$ cat config.mk
export PLATFORM = sky130hd
export DESIGN_NAME = serial_load_rx
export DESIGN_NICKNAME = d
export VERILOG_FILES = /design/src/rtl/serial_load_rx.sv
export SDC_FILE = /design/constraint.sdc
export NUM_CORES = 1
export LEC_CHECK = 0
export CAP_MARGIN = 20
export CORE_AREA = 8 8 54 56
export CTS_BUF_LIST = sky130_fd_sc_hd__clkbuf_4 sky130_fd_sc_hd__clkbuf_8 sky130_fd_sc_hd__clkbuf_16
export CTS_CLUSTER_SIZE = 25
export DETAILED_ROUTE_END_ITERATION = 6
export DIE_AREA = 0 0 62 64
export PLACE_DENSITY = 0.72
export REMOVE_ABC_BUFFERS = 1
export SLEW_MARGIN = 30
export SYNTH_ARGS = -nofsm -noshare
export SYNTH_HDL_FRONTEND = slang
export SYNTH_SLANG_ARGS = --single-unit
$ cat constraint.sdc
create_clock -name clk -period 1.7 [get_ports clk]
set_clock_uncertainty 0.05 [all_clocks]
set_input_delay 0.17 -clock clk [delete_from_list [all_inputs] [get_ports clk]]
set_output_delay 0.17 -clock clk [all_outputs]
set_load 0.05 [all_outputs]
$ cat src/rtl/serial_load_rx.sv
`default_nettype none
// ============================================================================
// Module   : serial_load_rx
// Brief    : Framed one-bit-per-clock serial receiver feeding a byte load register.
// Revision : 1.0 - initial release
// ============================================================================
module serial_load_rx #(
    parameter int WIDTH     = 8,
    parameter bit LSB_FIRST = 1'b1,
    parameter bit IDLE_LVL  = 1'b1
) (
    input  logic             clk,
    input  logic             rst_,
    input  logic             en,
    input  logic             sin,
    output logic [WIDTH-1:0] data,
    output logic             load,
    output logic             frame_err,
    output logic             busy
);

    localparam int            c_cw   = $clog2(WIDTH) + 1;
    localparam logic [c_cw-1:0] c_last = c_cw'(WIDTH - 1);

    localparam logic [1:0] c_idle = 2'd0;
    localparam logic [1:0] c_data = 2'd1;
    localparam logic [1:0] c_stop = 2'd2;

    logic [1:0]       r_state;
    logic [1:0]       w_next_state;
    logic [c_cw-1:0]  r_cnt;
    logic [WIDTH-1:0] r_shift;
    logic [WIDTH-1:0] w_shift_next;
    logic             w_start;
    logic             w_stop_ok;

    assign w_start   = (sin == ~IDLE_LVL);
    assign w_stop_ok = (sin == IDLE_LVL);

    // Bit ordering is fixed at elaboration time
    generate
        if (LSB_FIRST) begin : g_lsb_first
            assign w_shift_next = {sin, r_shift[WIDTH-1:1]};
        end else begin : g_msb_first
            assign w_shift_next = {r_shift[WIDTH-2:0], sin};
        end
    endgenerate

    always_ff @(posedge clk) begin
        if (!rst_) begin
            r_state <= c_idle;
        end else if (en) begin
            r_state <= w_next_state;
        end
    end

    always_comb begin
        w_next_state = r_state;
        case (r_state)
            c_idle:  if (w_start) w_next_state = c_data;
            c_data:  if (r_cnt == c_last) w_next_state = c_stop;
            c_stop:  w_next_state = c_idle;
            default: w_next_state = c_idle;
        endcase
    end

    always_comb begin
        busy = 1'b0;
        if (r_state != c_idle) begin
            busy = 1'b1;
        end
    end

    // Strobes default low every edge; only an enabled STOP edge raises one
    always_ff @(posedge clk) begin
        if (!rst_) begin
            r_cnt     <= '0;
            r_shift   <= '0;
            data      <= '0;
            load      <= 1'b0;
            frame_err <= 1'b0;
        end else begin
            load      <= 1'b0;
            frame_err <= 1'b0;
            if (en) begin
                case (r_state)
                    c_idle: begin
                        if (w_start) begin
                            r_cnt <= '0;
                        end
                    end
                    c_data: begin
                        r_shift <= w_shift_next;
                        r_cnt   <= r_cnt + c_cw'(1);
                    end
                    c_stop: begin
                        if (w_stop_ok) begin
                            data <= r_shift;
                            load <= 1'b1;
                        end else begin
                            frame_err <= 1'b1;
                        end
                    end
                    default: ;
                endcase
            end
        end
    end

endmodule
`default_nettype wire
# Word-level counts from Yosys, hierarchy flattened
# Cells that the tools add are included.
[op_classes] addsub=1 multipliers=0 div_mod_pow=0 order_cmp=0 eq_ne=5 n_shift=0 muxes=8 bitwise_logic=0 n_reduce_logical=8
[op_table] operator="$reduce_and A3 Y1" n=4
[op_table] operator="$pmux W4 S2" n=1
[op_table] operator="$add A4 B1 Y4 const B" n=1
[op_table] operator="$eq A4 B3 Y1 const B" n=1
[op_table] operator="$mux W2" n=2
[op_table] operator="$mux W4" n=1
[op_table] operator="$ne A2 B2 Y1 const B" n=2
[op_table] operator="$pmux W2 S2" n=1
[op_table] operator="$reduce_bool A2 Y1" n=2
[op_table] operator="$mux W1" n=3
[op_table] operator="$eq A2 B1 Y1 const B" n=1
[op_table] operator="$eq A2 B2 Y1 const B" n=1
[op_table] operator="$logic_not A2 Y1" n=1
[op_table] operator="$reduce_and A2 Y1" n=1
[word_totals] ff_bits=24 latch_bits=0 ram_bits=0 mem_bits_ro=0 input_bits=4 out_inout_bits=11 word_cells=28 n_memories=0

# Depth between registers and ports, before layout
# Gate-level depths: netlist of the first run.
[logic_depth] ltp_word=3 mapped_depth=5 mapped_depth_nobuf=4

# Least setup slack after synthesis of the first run
# No wires, ideal clock.
[synth_path] path_type="reg2reg" from="register r_state[1]" to="register r_cnt[3]" setup_time_ns=0.070 arrival_ns=1.163 t_required_ns=1.580 setup_slack_ns=0.418 stages_incl_launch_ff=5 n_path_buf=1 period_less_slack_ns=1.282 cell_sequence="dfxtp_1 -> buf_6 -> nand2b_4 -> or4_1 -> a21oi_1"
[synth_via] elab_chain_cells=3 word_cells_on_any_way=6 cone_classes="2 x eq/ne; 1 x mux; 3 x reduce/logical"
[synth_lines] item="start: declaration" line_no="29" source="logic [1:0] r_state;"
[synth_lines] item="start signal: assignment" line_no="51" source="r_state <= c_idle;"
[synth_lines] item="start signal: assignment" line_no="53" source="r_state <= w_next_state;"
[synth_lines] item="$eq A2 B1 Y1 or $logic_not A2 Y1 (tied branches)" line_no="86" source="case (r_state)"
[synth_lines] item="$reduce_bool A2 Y1 (no line) or $ne A2 B2 Y1 (tied branches)"
[synth_lines] item="$reduce_and A3 Y1 (no line)"
[synth_lines] item="end signal: assignment" line_no="94" source="r_cnt <= r_cnt + c_cw'(1);"
[synth_lines] item="end: declaration" line_no="31" source="logic [c_cw-1:0] r_cnt;"
# Parallel ways exist; a longest one is shown, timed or not.
# A chain may end at the register's enable or synchronous reset.

# Worst setup path after layout of the first run
[layout_path] from="register frame_err" to="output frame_err"
[layout_lines] item="start: declaration" line_no="18" source="output logic frame_err,"
[layout_lines] item="start signal: assignment" line_no="81" source="frame_err <= 1'b0;"
[layout_lines] item="start signal: assignment" line_no="84" source="frame_err <= 1'b0;"
[layout_lines] item="start signal: assignment" line_no="101" source="frame_err <= 1'b1;"
# No word-level cell between the ends.

==> results of run 1 <==
## metrics by stage
| step | setup slack [ps] | instance area (um2) |
|---|---|---|
| 6_report | 63.0 | 1200 |
| 5_1_grt | 3.05 | 1200 |
| 3_3_place_gp | 81.9 | 1160 |
| 2_1_floorplan | 353 | 962 |
| 4_1_cts | 41.4 | 1200 |
| 3_5_place_dp | 21.9 | 1160 |
## repair_timing
item | 4_1_cts | 5_1_grt
endpoints found under the setup margin | 0 | 1
gates resized for setup | 0 | 1
endpoints found under the hold margin | 0 | 0
## cells in the final DEF (no fill, tap or decap), types with 2 or more instances in the layout
cell type	synthesis	routed
nand3b_1	3	3
o31ai_1	2	2
buf_4	0	13
mux2i_1	8	8
clkbuf_4	0	3
and2_1	2	2
a21boi_1	11	11
o21ai_0	2	2
a21oi_1	3	3
clkdlybuf4s50_1	0	4
or4_1	2	2
inv_1	2	2
nor2b_1	9	9
nand4b_1	2	2
nand2_1	17	17
dfxtp_1	24	24
## flip-flops by register name, summed over array words and instances, names as in the netlist
register / flops
r_state: 2
frame_err: 1
r_shift: 8
data: 8
load: 1
r_cnt: 4
## final cells by class
class                      instances  area share [%]
clock buffer                       4            3.01
inverter                           2           0.624
multi-input combinational         71            39.4
sequential                        24            39.9
tap                               28            2.91
timing repair buffer              19            14.1
## report_power, final
group          internal (mW)  switching, mW
Sequential             0.568        0.00797
Combinational         0.0416         0.0392
Clock                  0.130          0.158
Total                  0.740          0.205
## path summary, 6_finish.rpt
path	cells past startpoint	endpoint	from	slack, ps
worst min-delay path	2	data[0]	data[0]	410
worst max-delay path	1	frame_err	frame_err	60
worst min register to register	2	data[0]	data[0]	410
worst max register to register	4	r_cnt[2]	r_cnt[0]	280
## metal layers
metal | vias up | wire (um) | track usage, %
met5 | - | 0 | 0
met4 | 0 | 9 | 3.42
met3 | 2 | 81 | 2.60
met2 | 8 | 835 | 16.3
met1 | 355 | 813 | 12.2
li1 | 386 | - | -
## logic make-up (layout without fill, tap and decap cells)
group	Yosys count	in the layout	share of synthesized area (%)
buf+inv	8	25	4.15
simple gates	43	43	25.1
mux	8	8	8.04
flops	24	24	48.2
compound gates	19	19	13.2
fa+ha+maj	1	1	1.26
==> impl_metrics.py, run 1 <==
metrics = {
    "cts": {
        "clk_pin_slew_ps": 120,
        "clock_sinks": 24,
        "root_buffer": "clkbuf_4",
        "cts_tree": "yes",
        "htreeDepth": 1,
        "clk_latency_ps": 300,
        "hold_buffers": 0,
        "post-cts-setup-buffers": 0,
        "cts_buffers": 3,
        "cts_buffer_depth": 2,
    },
    "worst_setup_path": {
        "path_max_fanout": 1,
        "cp_slowest_cell": "clkdlybuf4s50_1",
        "cp-start-kind": "flip-flop",
        "crit_required_ps": 1480,
        "cpLargestDelayFamily": "buffers and inverters",
        "critPathKind": "reg2out",
        "crit_chain": "clkdlybuf4s50_1",
        "max_stage_delay_ps": 790,
        "critPathBufInv": 1,
        "endpoint_kind": "primary output",
        "arrival_ps": 1420,
    },
    "place": {
        "place_inst": 144,
        "place.gp.congestion": 0.726,
        "hpwl_mm": 1.28,
        "port-buffer-count": 14,
    },
    "sta": {
        "whs_ps": 409,
        "worstMarginPinSlew_ps": 508,
        "clock.fmax_mhz": 611,
        "setup-tns-final_ps": 0,
        "relSlewSlack_pct": 66.1,
        "fin_crit_ps": 1640,
        "rsz0062_at_grt": "false",
        "post-route-period-util_pct": 96.3,
        "setup_viol": 0,
        "finalMaxSlewViolations": 0,
        "hold_viol_final": 0,
    },
    "status": {
        "status": "complete, no violations",
    },
    "route": {
        "viasPerCell": 5.07,
        "wl_mm": 1.74,
        "vias": 751,
        "ant_nets": 0,
        "drtPass1Iterations": 4,
        "drc": 0,
        "drt-initial-drc-count": 15,
        "routedWlPerCell_um": 11.8,
    },
    "floorplanning": {
        "die_w_um": 62,
        "die_area_mm2": 0.00397,
        "die_h_um": 64,
        "fp-row-count": 17,
        "core_area_mm2": 0.00211,
        "initial_core_util_pct": 47.3,
        "io-pin-count": 15,
    },
    "cells_and_area": {
        "fin_util_pct": 57.2,
        "antenna_cells": 0,
        "multiInputGateArea_um2": 474,
        "n_fill_cell": 197,
        "area_growth_pct": 20.9,
        "layout.nets": 126,
        "drive_gt1_share_pct": 16.7,
        "seq_area_um2": 480,
        "instances_no_fill": 148,
    },
    "yosys": {
        "ys_warn_count": 0,
        "syn_avg_cell_area_um2": 9.67,
        "synthTopCellsByArea": "dfxtp_1 48%, a21boi_1 8.3%, mux2i_1 8.0%",
        "synthTopCellsByCount": "24 x dfxtp_1, 17 x nand2_1, 11 x a21boi_1",
        "synthCells": 103,
        "yosysMostFrequentCell": "dfxtp_1",
        "yosysTopAreaCellShare_pct": 48.2,
        "synth_edf_count": 0,
        "synth.ff_latch_count": 24,
        "ys_seq_area_share_pct": 48.2,
        "async_flop_share_pct": 0,
        "synth_cell_types": 26,
        "synth_ff_type": "dfxtp_1",
        "yosys.area.top_type": "dfxtp_1",
        "syn_area_um2": 996,
    },
    "job": {
        "max_cap_viol_count": 0,
    },
    "global_route": {
        "grt_use_total_pct": 10.0,
        "grt_pass1_vias": 754,
        "antenna_found_initial": 0,
        "overflow": 0,
        "grt_pass1_wl_mm": 3.13,
        "grt_max_degree": 24,
    },
    "pwr": {
        "p_leak_nw": 0.501,
        "finalPower_mw": 0.945,
        "powerDensity_mw_per_mm2": 785,
        "peakVddDrop_v": 0.000441,
    },
    "min_path": {
        "hp-class": "reg2reg",
    },
}
Note: power is estimated with default switching activity, not from simulation.
==> run 2, diff against run 1 <==
Settings changed: CAP_MARGIN 20 to 15.
==> results of run 2 <==
Final layout, timing and power as in run 1 (identical DEF).
